--- src/rtl/tinyriscv_pkg.sv ---
// Shared bus types and prefetch-buffer types for the instruction fetch path.
package tinyriscv_pkg;

  typedef logic [31:0] InstAddrBus;
  typedef logic [31:0] InstBus;

  typedef enum logic [0:0] {
    PF_IDLE = 1'b0,
    PF_REQ  = 1'b1
  } prefetch_state_e;

  typedef struct packed {
    InstAddrBus addr;
    InstBus     data;
  } prefetch_entry_t;

  // Fetches are always whole 32-bit words.
  function automatic InstAddrBus word_align(input InstAddrBus a);
    return a & ~32'h3;
  endfunction

endpackage

--- src/rtl/instr_prefetch_fifo.sv ---
// Depth-entry synchronous FIFO of prefetch entries with flush; push and pop may
// coincide at any fill level, including full.
module prefetch_fifo
  import tinyriscv_pkg::*;
#(
  parameter int unsigned Depth = 2,
  parameter int unsigned CntW  = $clog2(Depth + 1)
) (
  input  logic            clk_i,
  input  logic            rst_ni,
  input  logic            flush_i,
  input  logic            push_i,
  input  prefetch_entry_t push_data_i,
  input  logic            pop_i,
  output prefetch_entry_t head_o,
  output logic            full_o,
  output logic            empty_o,
  output logic [CntW-1:0] count_o
);

  localparam int unsigned PtrW = (Depth > 1) ? $clog2(Depth) : 1;

  prefetch_entry_t mem_q [Depth];
  logic [PtrW-1:0] wptr_q, wptr_d, rptr_q, rptr_d;
  logic [CntW-1:0] count_q, count_d;
  logic            do_push, do_pop;

  function automatic logic [PtrW-1:0] ptr_inc(input logic [PtrW-1:0] p);
    return (p == PtrW'(Depth - 1)) ? '0 : p + PtrW'(1);
  endfunction

  assign full_o  = (count_q == CntW'(Depth));
  assign empty_o = (count_q == '0);
  assign count_o = count_q;
  assign head_o  = mem_q[rptr_q];

  // A push into a full FIFO is only legal when the head leaves in the same cycle.
  assign do_push = push_i && (!full_o || pop_i);
  assign do_pop  = pop_i && !empty_o;

  always_comb begin
    wptr_d  = wptr_q;
    rptr_d  = rptr_q;
    count_d = count_q;
    if (flush_i) begin
      wptr_d  = '0;
      rptr_d  = '0;
      count_d = '0;
    end else begin
      if (do_push) wptr_d = ptr_inc(wptr_q);
      if (do_pop)  rptr_d = ptr_inc(rptr_q);
      if (do_push && !do_pop)      count_d = count_q + CntW'(1);
      else if (!do_push && do_pop) count_d = count_q - CntW'(1);
    end
  end

  always_ff @(posedge clk_i or negedge rst_ni) begin
    if (!rst_ni) begin
      wptr_q  <= '0;
      rptr_q  <= '0;
      count_q <= '0;
    end else begin
      wptr_q  <= wptr_d;
      rptr_q  <= rptr_d;
      count_q <= count_d;
    end
  end

  always_ff @(posedge clk_i) begin
    if (do_push && !flush_i) mem_q[wptr_q] <= push_data_i;
  end

endmodule

--- src/rtl/instr_prefetch.sv ---
// Sequential word prefetcher with jump restart and stale-response discard.
// Optional INSTR_PREFETCH_BYPASS_EN forwards a response straight to the fetch stage when the FIFO is empty.
module instr_prefetch
  import tinyriscv_pkg::*;
#(
  parameter int unsigned Depth     = 2,
  parameter InstAddrBus  ResetAddr = 32'h0
) (
  input  logic       clk_i,
  input  logic       rst_ni,
  input  logic       jump_flag_i,
  input  InstAddrBus jump_addr_i,
  input  logic       fetch_pop_i,
  output InstBus     instr_o,
  output logic       instr_ready_o,
  output InstAddrBus instr_addr_word_o,
  output logic       mem_req_o,
  output InstAddrBus mem_addr_o,
  input  logic       mem_gnt_i,
  input  logic       mem_rvalid_i,
  input  InstBus     mem_rdata_i
);

  localparam int unsigned CntW      = $clog2(Depth + 1);
  localparam InstAddrBus  ResetWord = ResetAddr & ~32'h3;

  // state_q is the FSM state; probe it hierarchically when debugging.
  prefetch_state_e state_q, state_d;
  InstAddrBus      fetch_addr_q, fetch_addr_d;
  InstAddrBus      rsp_addr_q, rsp_addr_d;
  InstAddrBus      redir_addr_q, redir_addr_d;
  logic            redir_pend_q, redir_pend_d;
  logic [CntW-1:0] outstanding_q, outstanding_d;
  logic [CntW-1:0] discard_q, discard_d;

  logic [CntW-1:0] fifo_count;
  logic            fifo_full, fifo_empty, fifo_push, fifo_pop;
  prefetch_entry_t fifo_head, push_entry;
  logic            grant, rsp_keep, rsp_drop, credit, credit_after_grant;
  logic [31:0]     inflight;
  InstAddrBus      jump_word;

  assign grant              = (state_q == PF_REQ) && mem_gnt_i;
  assign rsp_drop           = mem_rvalid_i && (discard_q != '0);
  assign rsp_keep           = mem_rvalid_i && (discard_q == '0);
  assign inflight           = 32'(fifo_count) + 32'(outstanding_q);
  assign credit             = !fifo_full && (inflight < Depth);
  assign credit_after_grant = (inflight + 32'd1) < Depth;
  assign fifo_pop           = fetch_pop_i && !fifo_empty;
  assign push_entry         = '{addr: rsp_addr_q, data: mem_rdata_i};
  assign jump_word          = word_align(jump_addr_i);

  assign mem_req_o  = (state_q == PF_REQ);
  assign mem_addr_o = fetch_addr_q;

`ifdef INSTR_PREFETCH_BYPASS_EN
  logic bypass_hit;
  assign bypass_hit        = fifo_empty && rsp_keep;
  assign instr_ready_o     = !fifo_empty || bypass_hit;
  assign instr_o           = !fifo_empty ? fifo_head.data :
                             (bypass_hit ? mem_rdata_i : '0);
  assign instr_addr_word_o = !fifo_empty ? fifo_head.addr :
                             (bypass_hit ? rsp_addr_q : '0);
  assign fifo_push         = rsp_keep && !(bypass_hit && fetch_pop_i);
`else
  assign instr_ready_o     = !fifo_empty;
  assign instr_o           = !fifo_empty ? fifo_head.data : '0;
  assign instr_addr_word_o = !fifo_empty ? fifo_head.addr : '0;
  assign fifo_push         = rsp_keep;
`endif

  always_comb begin
    state_d       = state_q;
    outstanding_d = outstanding_q + CntW'(grant) - CntW'(mem_rvalid_i);
    discard_d     = rsp_drop ? discard_q - CntW'(1) : discard_q;
    rsp_addr_d    = rsp_keep ? rsp_addr_q + 32'd4 : rsp_addr_q;
    fetch_addr_d  = grant ? fetch_addr_q + 32'd4 : fetch_addr_q;
    redir_addr_d  = redir_addr_q;
    redir_pend_d  = redir_pend_q;

    // Everything still in flight after this edge is stale once we jump.
    if (jump_flag_i) begin
      discard_d  = outstanding_d;
      rsp_addr_d = jump_word;
      if ((state_q == PF_REQ) && !mem_gnt_i) begin
        fetch_addr_d = fetch_addr_q;
        redir_addr_d = jump_word;
        redir_pend_d = 1'b1;
      end else begin
        fetch_addr_d = jump_word;
        redir_pend_d = 1'b0;
      end
    end else if (grant && redir_pend_q) begin
      fetch_addr_d = redir_addr_q;
      redir_pend_d = 1'b0;
      discard_d    = discard_d + CntW'(1);
    end

    case (state_q)
      PF_IDLE: if (credit) state_d = PF_REQ;
      PF_REQ:  if (grant && !credit_after_grant) state_d = PF_IDLE;
      default: state_d = PF_IDLE;
    endcase
  end

  always_ff @(posedge clk_i or negedge rst_ni) begin
    if (!rst_ni) begin
      state_q       <= PF_IDLE;
      fetch_addr_q  <= ResetWord;
      rsp_addr_q    <= ResetWord;
      redir_addr_q  <= '0;
      redir_pend_q  <= 1'b0;
      outstanding_q <= '0;
      discard_q     <= '0;
    end else begin
      state_q       <= state_d;
      fetch_addr_q  <= fetch_addr_d;
      rsp_addr_q    <= rsp_addr_d;
      redir_addr_q  <= redir_addr_d;
      redir_pend_q  <= redir_pend_d;
      outstanding_q <= outstanding_d;
      discard_q     <= discard_d;
    end
  end

  prefetch_fifo #(
    .Depth (Depth)
  ) u_fifo (
    .clk_i       (clk_i),
    .rst_ni      (rst_ni),
    .flush_i     (jump_flag_i),
    .push_i      (fifo_push),
    .push_data_i (push_entry),
    .pop_i       (fifo_pop),
    .head_o      (fifo_head),
    .full_o      (fifo_full),
    .empty_o     (fifo_empty),
    .count_o     (fifo_count)
  );

endmodule
--- config.mk ---
export PLATFORM = sky130hd
export DESIGN_NAME = instr_prefetch
export DESIGN_NICKNAME = d
export VERILOG_FILES = /design/src/rtl/tinyriscv_pkg.sv /design/src/rtl/instr_prefetch_fifo.sv /design/src/rtl/instr_prefetch.sv
export SDC_FILE = /design/constraint.sdc
export NUM_CORES = 1
export LEC_CHECK = 0
export CAP_MARGIN = 15
export CORE_AREA = 2 2 206 208
export DETAILED_ROUTE_END_ITERATION = 8
export DIE_AREA = 0 0 208 210
export GPL_ROUTABILITY_DRIVEN = 0
export REMOVE_ABC_BUFFERS = 1
export SYNTH_ARGS = -nofsm -noshare
export SYNTH_HDL_FRONTEND = slang
export SYNTH_SLANG_ARGS = --single-unit
--- constraint.sdc ---
create_clock -name clk_i -period 5.9 [get_ports clk_i]
set_input_delay 0.59 -clock clk_i [delete_from_list [all_inputs] [get_ports clk_i]]
set_output_delay 0.59 -clock clk_i [all_outputs]
set_load 0.01 [all_outputs]
==> results.toml <==
[critical_path]
cp_cell_sequence = "buf_4, mux2i_1, nor2_1, clkdlybuf4s50_1"
crit_buf_inv = 2
end_kind = "output port"
start_kind = "flip-flop"
cp.arrival_ns = 2.88
criticalPathCategory = "flip-flop to output port"
cp.required_ns = 5.31
cp_slowest_stage_delay_ns = 0.90
crit_slowest_cell = "dfrtp_4"
critical-path-top-delay-family = "buffers and inverters"
crit_fanout = 42

[pwr]
peakVddDrop_uv = 172
pwr-share-clk = 0.300
pwr-share-seq = 0.441
internal_power_uw = 3560
power_density_mw_per_mm2 = 390
p_sw_uw = 1620
share_comb_of_total_power = 0.259
p_sw_frac = 0.312
power.leakage_uw = 0.00458

[synth]
synth_top_cells_by_count = "124 x edfxtp_1, 103 x nor2_1, 100 x dfrtp_1"
synth-seq-cells = 224
synthArstFlopShare = 0.446
synthCells = 874
ys_types = 60
synth_edf_count = 124
yosysMostFrequentCell = "edfxtp_1"
syn_avg_cell_area_um2 = 11.7
synth_area_mm2 = 0.0102
ys_warn_count = 0
ys_seq_area_frac = 0.607
synth.top_cell.area_share = 0.363
synthFlopType = "edfxtp_1"
ys_top_cells_by_area = "edfxtp_1 36%, dfrtp_1 24%, mux2i_1 6.2%"
yosysTopAreaCell = "edfxtp_1"

[drt]
vias = 7284
dr.first_iter.drc_count = 451
wire_per_inst_um = 17.7
drtAntennaViolNets = 0
first_pass_iters = 5
route.detailed.drc = 0
vias_per_cell = 4.59
wl_um = 28000

[place]
post-place-ws_ns = 2.47
place_inst = 1539
hpwl_um = 18900
postPlaceCellArea_mm2 = 0.0124
port_buffers = 161

[run]
drv_cap = 0

[sta]
fmax_mhz = 288
fin_crit_sh = 0.588
tightest_slew_ns = 0.946
post-route-min-period_ns = 3.47
rsz0062_at_grt = "no"
finalMaxSlewViolations = 0
finalSetupTns_ns = 0
fin_ws_ns = 2.43
slew_headroom = 0.368
setup_viol = 0
finClkSkew_ns = 0.0135
finalHoldViolCount = 0

[final_layout]
diodes = 0
post_layout_nonfiller_instances = 1587
fin_area_mm2 = 0.0133
final_nets = 1106
area_delta_synth_final_pct = 29.5
drive_above_1_share = 0.0897

[cts]
cts-resized-gates = 0
cts_buffers = 26
cts_tree = "built"
clkSinkCount = 224
cts.root.buffer_cell = "clkbuf_16"
postCtsSetupBuffers = 0
cts.clk_slew.worst_paths_ns = 0.06
clkLatencyLatePin_ns = 0.53
clockBufferDepth = 3
h-tree-depth = 1
cts-hold-fix-buffers = 0

[global_routing]
grt_pass1_wl_um = 43400
grt-ovfl-total = 0
busiest_layer = "met2"
grt_pass1_vias = 7246
grtUsageTotal = 0.126
antenna_found_initial = 0
use_met2 = 0.206
grt_max_degree = 65
grt.met3_usage = 0.0337
met1_usage = 0.164

[die]
core.rowCount = 75
core_mm2 = 0.0415
initial_core_util = 0.247
fp.dieH_um = 210
ios = 168
die-area_mm2 = 0.0437
die_width_um = 208

[outcome]
status = "completed"

[hold_path]
hold_class = "primary input to asynchronous set/reset pin"
## kinds of logic (layout without fill, tap and decap cells)
| kind of cell | Yosys count | count (layout) | share of synthesized area |
|---|---|---|---|
| muxes | 98 | 98 | 0.100 |
| other | 1 | 4 | 0.000366 |
| xor gates and xnor gates | 50 | 50 | 0.0427 |
| adders and majority gates | 8 | 8 | 0.0105 |
| DFF | 224 | 224 | 0.607 |
| and+or+nand+nor | 292 | 292 | 0.132 |
| buffers and inverters | 66 | 237 | 0.0256 |
| AOI/OAI and AO/OA | 135 | 135 | 0.0808 |
## metal layers
metal  up-vias  wire, um
li1       3474         -
met1      3576     12500
met2       194     13200
met3        40      1830
met4         0       595
met5         -         0
## final timing paths
| path | from | slack (ns) | to | cells past startpoint |
|---|---|---|---|---|
| setup reg to reg | mem_req_o | 3.07 | mem_addr_o[28] | 6 |
| min in group clk_i | redir_addr_q[6] | 0.51 | redir_addr_q[6] | 1 |
| max in group asynchronous | rst_ni | 4.66 | rsp_addr_q[30] | 2 |
| hold / removal | rst_ni | 0.09 | u_fifo.wptr_q | 1 |
| setup / recovery | u_fifo.rptr_q | 2.43 | instr_addr_word_o[14] | 4 |
| hold reg to reg | redir_addr_q[6] | 0.51 | redir_addr_q[6] | 1 |
## cell usage in the layout (no fill, tap or decap), types with 7 or more instances in the layout
cell	Yosys	final
o211ai_1	7	7
and3_1	8	8
nand3_1	25	25
dfrtp_1	100	99
o21ai_0	64	64
clkbuf_16	0	27
and4_1	7	7
inv_1	16	16
clkbuf_1	39	7
edfxtp_1	124	124
nor3_1	20	19
nand2_1	83	83
xor2_1	14	14
mux2i_1	63	63
clkbuf_8	0	7
nand4_1	10	10
nor2_1	103	102
a21oi_1	20	20
mux2_2	35	35
xnor2_1	36	36
ha_1	7	7
nor4_1	13	13
clkdlybuf4s50_1	0	159
buf_4	4	12
## through the flow
stage	total power, uW	util	hold slack, ns
CTS	5250	0.320	0.106
global route	5490	0.320	0.140
global placement	3620	0.300	0.486
detailed placement	3660	0.300	0.493
floorplan	2980	-	0.294
finish	5170	0.320	0.0942
## power groups by stage
stage          Sequential (uW)  Clock (uW)  Combinational, uW
6_report                  2280        1550               1340
2_1_floorplan             2270           0                712
5_1_grt                   2330        1670               1490
3_3_place_gp              2290           0               1330
4_1_cts                   2280        1610               1360
3_5_place_dp              2310           0               1350
## state kept, by name, indices dropped and copies added, names as in the netlist
register	count
mem_addr_o	30
redir_addr_q	30
u_fifo.mem_q	124
discard_q	2
u_fifo.rptr_q	1
mem_req_o	1
u_fifo.wptr_q	1
u_fifo.count_o	2
outstanding_q	2
redir_pend_q	1
rsp_addr_q	30
## area by class of cell
type	count	area, um^2
Clock buffer	41	798
Clock inverter	7	35.0
Fill cell	4202	28200
Inverter	17	63.8
Multi-Input combinational cell	587	3790
Sequential cell	224	6230
Tap cell	539	674
Timing Repair Buffer	172	1690
## worst register-to-register path, cell delays in order, from the launching register on
cell and delay [ns]:
dfrtp_1 0.56, mux2i_1 0.13, buf_4 0.24, nor2_1 0.71, nand2_1 0.43, or4_1 0.60
nand3_1 0.09
Power figures use the tool's default switching activity.
